$ cat config.mk
export PLATFORM = sky130hd
export DESIGN_NAME = fp8_to_fixed_converter
export DESIGN_NICKNAME = d
export VERILOG_FILES = /design/src/rtl/fp8_to_fixed_converter.sv
export SDC_FILE = /design/constraint.sdc
export NUM_CORES = 1
export LEC_CHECK = 0
export ABC_CLOCK_PERIOD_IN_PS = 1600
export BUFFER_PORTS_ARGS = -buffer_cell sky130_fd_sc_hd__buf_4
export CORE_MARGIN = 4
export CORE_UTILIZATION = 53
export DETAILED_ROUTE_END_ITERATION = 10
export GPL_ROUTABILITY_DRIVEN = 0
export GPL_TIMING_DRIVEN = 1
export PLACE_DENSITY = 0.84
export SLEW_MARGIN = 20
export SYNTH_ARGS = -nofsm -noshare
export SYNTH_HDL_FRONTEND = slang
export SYNTH_SLANG_ARGS = --single-unit
$ cat constraint.sdc
create_clock -name clk -period 1.6 [get_ports clk]
set_input_delay 0.16 -clock clk [delete_from_list [all_inputs] [get_ports clk]]
set_output_delay 0.16 -clock clk [all_outputs]
set_load 0.02 [all_outputs]
$ cat src/rtl/fp8_to_fixed_converter.sv
// rtl/fp8_to_fixed_converter.sv - iterative FP8 (1/4/3, bias 7) to signed fixed-point converter
// One magnitude shift per clock; valid/ready handshake on input and output.
module fp8_to_fixed_converter #(
  parameter int OUT_W  = 16,
  parameter int FRAC_W = 4
) (
  input  logic             clk,
  input  logic             rst_n,
  input  logic             in_valid,
  output logic             in_ready,
  input  logic [7:0]       in_fp,
  output logic             out_valid,
  input  logic             out_ready,
  output logic [OUT_W-1:0] out_data,
  output logic             out_sat
);

  typedef enum logic [1:0] {
    ST_IDLE,
    ST_SHIFT,
    ST_DONE
  } state_t;

  state_t           r_state;
  state_t           w_next;
  logic [OUT_W-1:0] r_mag;
  logic [OUT_W-1:0] r_out_data;
  logic [4:0]       r_cnt;
  logic             r_dir_left;
  logic             r_sat;
  logic             r_sign;
  logic             r_out_sat;

  logic [3:0]        w_exp;
  logic [3:0]        w_sig;
  logic [3:0]        w_e_eff;
  logic signed [6:0] w_k;
  logic [4:0]        w_k_abs;
  logic              w_sat;
  logic              w_accept;
  logic [OUT_W-1:0]  w_result;

  // Decode: shift k = e_eff - 10 + FRAC_W places the 4-bit significand at the output binary point.
  always_comb begin
    w_exp   = in_fp[6:3];
    w_sig   = (w_exp == 4'd0) ? {1'b0, in_fp[2:0]} : {1'b1, in_fp[2:0]};
    w_e_eff = (w_exp == 4'd0) ? 4'd1 : w_exp;
    w_k     = 7'(int'(w_e_eff) + FRAC_W - 10);
    w_k_abs = w_k[6] ? 5'(-w_k) : 5'(w_k);
    w_sat   = (w_exp == 4'hF) || (int'(w_k) > OUT_W - 5);
  end

  assign w_accept = in_valid && (r_state == ST_IDLE);

  always_comb begin
    w_result = r_sign ? (~r_mag + 1'b1) : r_mag;
    if (r_sat) begin
      w_result = r_sign ? {1'b1, {(OUT_W-1){1'b0}}} : {1'b0, {(OUT_W-1){1'b1}}};
    end
  end

  always_comb begin
    w_next = r_state;
    case (r_state)
      ST_IDLE:  if (w_accept) w_next = ST_SHIFT;
      ST_SHIFT: if (r_cnt == 5'd0) w_next = ST_DONE;
      ST_DONE:  if (out_ready) w_next = ST_IDLE;
      default:  w_next = ST_IDLE;
    endcase
  end

  always_ff @(posedge clk) begin
    if (!rst_n) begin
      r_state    <= ST_IDLE;
      r_mag      <= '0;
      r_cnt      <= '0;
      r_dir_left <= 1'b0;
      r_sat      <= 1'b0;
      r_sign     <= 1'b0;
      r_out_data <= '0;
      r_out_sat  <= 1'b0;
    end else begin
      r_state <= w_next;
      case (r_state)
        ST_IDLE: begin
          if (w_accept) begin
            r_mag      <= {{(OUT_W-4){1'b0}}, w_sig};
            r_cnt      <= w_sat ? 5'd0 : w_k_abs;
            r_dir_left <= (w_k > 7'sd0);
            r_sat      <= w_sat;
            r_sign     <= in_fp[7];
          end
        end
        ST_SHIFT: begin
          // Right shifts drop bits, i.e. truncate the magnitude toward zero.
          if (r_cnt != 5'd0) begin
            r_mag <= r_dir_left ? (r_mag << 1) : (r_mag >> 1);
            r_cnt <= r_cnt - 5'd1;
          end else begin
            r_out_data <= w_result;
            r_out_sat  <= r_sat;
          end
        end
        default: ;
      endcase
    end
  end

  assign in_ready  = (r_state == ST_IDLE);
  assign out_valid = (r_state == ST_DONE);
  assign out_data  = r_out_data;
  assign out_sat   = r_out_sat;

endmodule

* Word level (Yosys, flattened, before mapping)
Cells that the tools add are included.
** Word-level totals
- Register bits :: 43
- Output and inout bits :: 19
** Operators by class
- $add $sub $neg :: 5
- Order comparisons :: 2
- Eq/ne operators :: 7
- Mux-type cells :: 18
- Bitwise operators :: 2
- Reductions and logical operators :: 11
** Operators by type and width (number)
- $mux 16 :: 6
- $pmux 16 s2 :: 1
- $mux 5 :: 4
- $add 16x1->16 const B :: 1
- $not 16->16 :: 1
- $pmux 5 s2 :: 1
- $mux 4 :: 2
- $gt 6x1->1 const B :: 1
- $gt 6x5->1 const B :: 1
- $mux 2 :: 3
- $pmux 2 s3 :: 1
- $reduce_and 3->1 :: 2
- $sub 5x4->6 const B :: 1
- $add 4x3->5 const B :: 1
- $logic_not 5->1 :: 1
- $neg 5->5 :: 1
- $reduce_bool 5->1 :: 1
- $sub 5x1->5 const B :: 1
- $eq 4x4->1 const B :: 1
- $logic_not 4->1 :: 1
- $ne 2x1->1 const B :: 2
- $ne 2x2->1 const B :: 2
- $reduce_and 2->1 :: 2
- $eq 2x1->1 const B :: 1
- other kinds (6) :: 6

* Logic depth before layout (Yosys ltp)
Gate-level depths: netlist of run 1.
- Word-level depth :: 9
- Gate-level depth with buffers :: 8
- Gate-level depth less buffers :: 8

* Worst setup path after synthesis of run 1
No wires, ideal clock.
- Path kind :: register to register
- Start :: register r_cnt[0]
- End :: register r_out_data[12], in the netlist out_data[12]
- Library setup time :: 0.133 ns
- Arrival time :: 1.612 ns
- Data required time :: 1.467 ns
- Path slack :: -0.145 ns
- Cell stages (with the launch flop) :: 8
- Path through :: dfxtp_1 -> inv_1 -> ha_1 -> or4b_4 -> nor2_8 -> buf_6 -> mux2i_1 -> a31oi_1
** On the way
- Word-level cells in the longest chain between the ends :: 3
** RTL lines
- start, declared :: line 28 : logic [4:0] r_cnt;
- start signal, assigned :: line 88 : r_cnt <= w_sat ? 5'd0 : w_k_abs;
- start signal, assigned :: line 98 : r_cnt <= r_cnt - 5'd1;
- $reduce_bool 5->1 :: line 96 : if (r_cnt != 5'd0) begin
- $not 1->1 (no source line)
- $reduce_and 2->1 (no source line)
- end signal, assigned :: line 100 : r_out_data <= w_result;
- end, declared :: line 27 : logic [OUT_W-1:0] r_out_data;
No other way between the ends.
A chain may end at the register's enable or synchronous reset.

* Worst setup path after layout of run 1
- Start :: register r_mag[4]
- End :: register r_out_data[11], in the netlist out_data[11]
** On the way
- Word-level cells in the longest chain between the ends :: 4
** RTL lines
- start, declared :: line 26 : logic [OUT_W-1:0] r_mag;
- start signal, assigned :: line 87 : r_mag <= {{(OUT_W-4){1'b0}}, w_sig};
- start signal, assigned :: line 97 : r_mag <= r_dir_left ? (r_mag << 1) : (r_mag >> 1);
- $not 16->16 :: line 56 : w_result = r_sign ? (~r_mag + 1'b1) : r_mag;
- $add 16x1->16 :: line 56
- $mux 16 :: line 56
- $mux 16 :: line 57 : if (r_sat) begin
No other way between the ends.

==> results of run 1 <==
[metal layers]
metal / track usage, % / part of all wire [%] / vias to the layer above
li1: - / - / 1457
met1: 35.2 / 40 / 1482
met2: 45.7 / 48 / 217
met3: 4.93 / 8.5 / 47
met4: 13.9 / 3.3 / 0
met5: 0 / 0 / -
[timing repair]
item / CTS / global route
endpoints found under the setup margin: 37 / 35
pin swaps: 10 / 17
cloned: 4 / 0
gates resized for setup: 23 / 23
buffers inserted: 5 / 3
[cell families (layout without fill, tap and decap cells)]
group / after synthesis / after routing
XOR/XNOR: 3 / 3
AO/OA/AOI/OAI: 91 / 91
flip-flops: 43 / 43
adder cells (fa/ha/maj): 8 / 8
AND/OR/NAND/NOR: 145 / 146
buffers and inverters: 41 / 126
multiplexers: 21 / 21
[cells in the mapped netlist (all sizes together), types with 3 or more instances]
master	number	area share, %
a211oi	3	0.81
a21oi	33	6.0
a31oi	5	1.1
buf	10	2.3
clkbuf	20	2.8
dfxtp	43	31
ha	8	3.6
inv	9	1.2
mux2	12	4.9
mux2i	9	3.3
nand2	36	5.0
nand2b	9	2.0
nand3	21	4.4
nand4	4	0.90
nor2	31	4.8
nor2b	5	1.1
nor3	8	1.4
nor3b	4	1.1
nor4	7	2.1
o211ai	4	1.1
o21ai	21	3.8
o311ai	3	0.95
o31ai	4	1.1
or2	3	0.68
or4	3	0.81
xnor2	3	0.95
[worst max-delay path, cell delays in order (launching register included)]
cell	delay [ns]
dfxtp_1	0.39
nor4_2	0.45
nand2_1	0.14
buf_4	0.17
nor4_1	0.39
o41ai_2	0.13
[sequential cells by signal, summed over array words and instances (netlist names)]
| name | count |
|---|---|
| out_data | 16 |
| out_sat | 1 |
| r_cnt | 5 |
| r_dir_left | 1 |
| r_mag | 16 |
| r_sat | 1 |
| r_sign | 1 |
| r_state | 2 |
[layout make-up]
cell class	instances	area (um2)	share of cell area, %
repair buffers	107	860	22.3
flip-flops and latches	43	866	22.5
clock inverters	3	26.3	0.682
multi-input cells	269	1910	49.4
inverters	11	41.3	1.07
well taps	70	87.6	2.27
clock buffers	5	68.8	1.79
[metrics by stage]
| stage | setup WS (ns) | TNS [ns] | hold WS (ns) | instance area, um2 |
|---|---|---|---|---|
| 3_5_place_dp | -0.198 | -2.67 | 0.447 | 3520 |
| 2_1_floorplan | -0.0683 | -0.138 | 0.299 | 2810 |
| 6_report | -0.199 | -2.52 | 0.118 | 3850 |
| 4_1_cts | -0.166 | -2.21 | 0.118 | 3790 |
| 5_1_grt | -0.258 | -3.99 | 0.130 | 3850 |
| 3_3_place_gp | -0.128 | -1.32 | 0.394 | 3520 |
[how the worst max path moves through the flow]
stage	cells past startpoint	slack, ns	endpoint	from
2_1_floorplan	7	-0.07	out_data[12]	r_cnt[0]
3_5_place_dp	7	-0.20	out_data[1]	r_cnt[1]
5_1_grt	6	-0.26	out_data[11]	r_mag[3]
4_1_cts	7	-0.17	out_data[11]	r_cnt[1]
6_report	5	-0.20	out_data[11]	r_mag[4]
3_3_place_gp	7	-0.13	out_data[1]	r_cnt[1]
[power groups by stage]
stage	combinational [mW]	sequential (mW)	clock [mW]
final	2.43	1.34	0.759
after global routing	2.59	1.36	0.796
after CTS	2.29	1.33	0.747
after detailed placement	2.01	1.35	0
after global placement	1.96	1.34	0
after floorplan	1.13	1.39	0
==> results.ini, run 1 <==
[worst_hold_path]
whs_endpoint = r_state[1]
worstHoldPathType = in2reg
hp-start = out_ready
hold_depth = 3

[job]
maxCapViolCount = 0

[synthesis]
ys_types = 60
yosysSeqAreaShare_pct = 31.1
synthXorXnorAreaFrac_pct = 0.949
synth-compound-area-share_pct = 20.6
synth_top_family_by_area = simple AND/OR/NAND/NOR gates
synth_edf_count = 0
synth_ff_type = dfxtp_1
syn_nets = 372
synthCells = 352
synth-simple-area-share_pct = 29.1
synthMuxAreaShare_pct = 8.13
syn_area_per_cell_um2 = 7.87
synth_area_um2 = 2770
synth-warning-count = 0
ys_seq_elements = 43
synthAdderAreaFrac_pct = 3.61
async_flop_share_pct = 0

[sta]
rsz0062_at_grt = yes
max_slew_margin_pct = 64.6
setup_viol = 20
fin_crit_ns = 1.80
hold_viol = 0
finalClockSkew_ns = 0.0129
drv_slew = 0
worst_pin_slew_ns = 0.531
timing.final.ws_setup_ns = -0.199
max_freq_mhz = 556
fin_crit_sh_pct = 112

[clock_network]
cts_sinks = 43
insertion_delay_ns = 0.31
cts_buffers = 5
path_clk_slew_ns = 0.10
h-tree-depth = 2
tritoncts = yes
ctsRootBufferMaster = clkbuf_8
hold_buffers = 0
clockBufferDepth = 2

[placed_design]
dp_hpwl_um = 5760
dp_cells = 491
port_buffers = 30

[finish]
final_util_pct = 76.0
diodes = 0
final_cell_count_no_fill = 508
syn2layout_area_growth_pct = 39.2
fill_cells = 334
nets = 457
final_common_cell = buf_4
drive_above_1_share_pct = 40.4
layout_common_cells = buf_4 (99), dfxtp_1 (39), nand2_1 (32)

[power_and_ir_drop]
p_seq_share_pct = 29.7
combPwrFrac_pct = 53.6
netSwitchingFraction_pct = 40.2
switchingPower_mw = 1.82
p_leak_nw = 1.62
intPower_mw = 2.71
power.total_mw = 4.53
ir_drop_uv = 617
p_per_area_nw_per_um2 = 1180
pwr-share-clk_pct = 16.7

[critical_path]
r2r-start = r_mag[4]
reg2regPathDepth = 5
arrival_ns = 1.99
r2r_end = out_data[11]
required_ns = 1.79
cp-end-kind = flip-flop
path_max_fanout = 4
path_class = reg2reg
reg2reg_setup_slack_ns = -0.20
startpoint_type = flip-flop

[detailed_routing]
vias = 3203
wl_um = 9210
drc = 0
viasPerCell = 6.31
drt_iter0_drc = 518
first_pass_iters = 5
post_drt_wl_per_cell_um = 18.1
ant_nets = 0

[floorplan]
die_w_um = 80.3
die_height_um = 80.3
rows = 26
dieArea_um2 = 6450
initial_core_util_pct = 54.6
pin_count = 31
core_um2 = 5070

[grt]
grt_first_pass_wirelength_um = 14200
first_global_vias = 3027
grt_overflow = 0
groute.usage.overall_pct = 28.0
grt_max_degree = 22
antenna_found_initial = 0

[outcome]
violations = setup timing
outcome = complete, but fails checks

Note: power is estimated with default switching activity, not from simulation.
==> inputs of run 2 (changes only) <==
Settings changed: CTS_CLUSTER_DIAMETER from default to 120, SETUP_SLACK_MARGIN from default to 0.2, SKIP_CTS_REPAIR_TIMING from default to 1.
==> run 2 against run 1 <==
Compared with the run above:
- the run still ends with setup timing left
- non-clock buffer count up 2
- setup slack worse by 0.096 ns
- sequential share of layout area down 0.83 points
- clock skew down 0.0073 ns
- first-iteration DRC count down 23%
- critical endpoint is now out_data[14]
==> results.ini, run 2 (synthesized netlist as in run 1, its figures left out) <==
[sta]
max_slew_margin_pct = 62.7  ; -1.9 points
max_freq_mhz = 528  ; -5.0%
rsz0062_at_grt = yes
timing.final.ws_setup_ns = -0.295  ; -0.0955 ns
worst_pin_slew_ns = 0.559  ; +0.0278 ns
fin_crit_sh_pct = 118  ; +6.0 points
setup_viol = 33  ; +65%
drv_slew = 0  ; unchanged
fin_crit_ns = 1.89  ; +0.0955 ns
hold_viol = 0  ; unchanged
finalClockSkew_ns = 0.00557  ; -0.00730 ns

[critical_path]
startpoint_type = flip-flop
cp.depth = 6  ; +1
reg2regPathDepth = 6  ; +1
cpLargestDelayFamily = simple AND/OR/NAND/NOR gates
cp-startpoint = r_cnt[1]
crit_chain = inv_2 -> ha_4 -> or4b_4 -> nor4_2 -> o21ai_0 -> a31oi_1
max_stage_delay_ns = 0.56  ; +0.11 ns
crit_end = out_data[14]
path_max_fanout = 4  ; unchanged
required_ns = 1.84  ; +0.05 ns
arrival_ns = 2.13  ; +0.14 ns
r2r-start = r_cnt[1]
path_class = reg2reg
reg2reg_setup_slack_ns = -0.29  ; -0.10 ns
cp-end-kind = flip-flop
cp_slowest_cell = or4b_4
r2r_end = out_data[14]
path_buf_inv = 1  ; unchanged

[job]
maxCapViolCount = 0  ; unchanged

[finish]
fill_cells = 309  ; -7.5%
regArea_um2 = 865  ; -0.14%
syn2layout_area_growth_pct = 44.3
layout_common_cells = buf_4 (95), dfxtp_1 (40), nand2_1 (30)
drive_above_1_share_pct = 42.7  ; +2.3 points
diodes = 0  ; unchanged
nets = 459  ; +0.44%
multiInputGateArea_um2 = 1990  ; +4.2%
final_common_cell = buf_4
design_area_um2 = 4000  ; +3.7%

[grt]
antenna_found_initial = 0  ; unchanged
first_global_vias = 2839  ; -6.2%
groute.usage.overall_pct = 25.3  ; -2.7 points
grt_max_degree = 24  ; +9.1%
grt_overflow = 0  ; unchanged
grt_first_pass_wirelength_um = 12900  ; -8.8%

[clock_network]
cts_sinks = 43  ; unchanged
clockBufferDepth = 2  ; unchanged
cts_buffers = 5  ; unchanged
path_clk_slew_ns = 0.08  ; -0.02 ns
ctsRootBufferMaster = clkbuf_8
h-tree-depth = 2  ; unchanged
insertion_delay_ns = 0.30  ; about the same
tritoncts = yes

[detailed_routing]
drc = 0  ; unchanged
first_pass_iters = 6  ; +1
dr_wl_met2_um = 4720  ; +6.5%
met3_length_um = 595  ; -24%
drt_iter0_drc = 401  ; -23%
ant_nets = 0  ; unchanged
post_drt_wl_per_cell_um = 18.5  ; +2.2%
m1WireLength_um = 3850  ; +4.0%
vias = 3141  ; -1.9%
wl_um = 9450  ; +2.6%
viasPerCell = 6.16  ; -2.3%
highest_layer = met4

[outcome]
violations = setup timing
outcome = complete, but fails checks

[floorplan]
core_um2 = 5070  ; unchanged
rows = 26  ; unchanged
pin_count = 31  ; unchanged
die_height_um = 80.3  ; unchanged
dieArea_um2 = 6450  ; unchanged
die_w_um = 80.3  ; unchanged
initial_core_util_pct = 54.6  ; unchanged

[power_and_ir_drop]
p_per_area_nw_per_um2 = 1220  ; +4.1%
ir_drop_uv = 612  ; -0.94%
p_leak_nw = 1.68  ; +4.1%
power.total_mw = 4.89  ; +7.9%

[placed_design]
dp_hpwl_um = 5700  ; -1.1%
port_buffers = 30  ; unchanged
dpl-instance-area_um2 = 3530  ; +0.32%

[worst_hold_path]
worstHoldPathType = in2reg
hold_depth = 3  ; unchanged

[run 2: changes by cell type in the layout (fill, tap and decap cells not counted), moves of 3 or more]
cell / delta
buf_6: +5
nand2_4: +3
buf_4: -4
o21ai_0: -6
o21ai_2: +5
[run 2: through the flow]
step | hold slack, ns | setup slack, ns | TNS, ns | cells | utilization [%]
5_1_grt | 0.121 | -0.371 | -6.06 | 510 | 78.8
4_1_cts | 0.116 | -0.284 | -3.76 | 497 | 71.9
6_report | 0.116 | -0.295 | -3.85 | 510 | 78.8
2_1_floorplan | 0.299 | -0.0678 | -0.136 | 352 | -
3_3_place_gp | 0.393 | -0.139 | -1.28 | 489 | 69.6
3_5_place_dp | 0.417 | -0.290 | -3.01 | 489 | 69.6
[run 2: routing by layer]
metal | GRT usage [%] | vias to the layer above
met5 | 0 | -
met4 | 12.2 | 0
li1 | - | 1449
met3 | 3.70 | 34
met2 | 42.1 | 172
met1 | 31.7 | 1486
[run 2: worst min-delay path, stage by stage]
cell     delay [ns]
buf_4          0.08
a21oi_1        0.06
nor2_1         0.08
[run 2: final cells by class]
type / count / area share [%]
timing repair buffer: 109 / 22.5
sequential: 43 / 21.6
tap: 70 / 2.19
clock inverter: 2 / 0.876
clock buffer: 6 / 2.07
multi-input combinational: 269 / 49.7
inverter: 11 / 1.03
[run 2: power breakdown]
group	internal [mW]	switching, mW	total (mW)
combinational	1.30	1.35	2.65
clock	0.505	0.392	0.897
sequential	1.20	0.142	1.35
total	3.01	1.88	4.89
[run 2: how the worst min path moves through the flow]
stage              to  startpoint  slack [ns]
2_1_floorplan  r_sign    in_fp[7]        0.30
3_3_place_gp   r_sign    in_fp[7]        0.39
3_5_place_dp   r_sign    in_fp[7]        0.42
4_1_cts        r_sign    in_fp[7]        0.12
5_1_grt        r_sign    in_fp[7]        0.12
6_report       r_sign    in_fp[7]        0.12
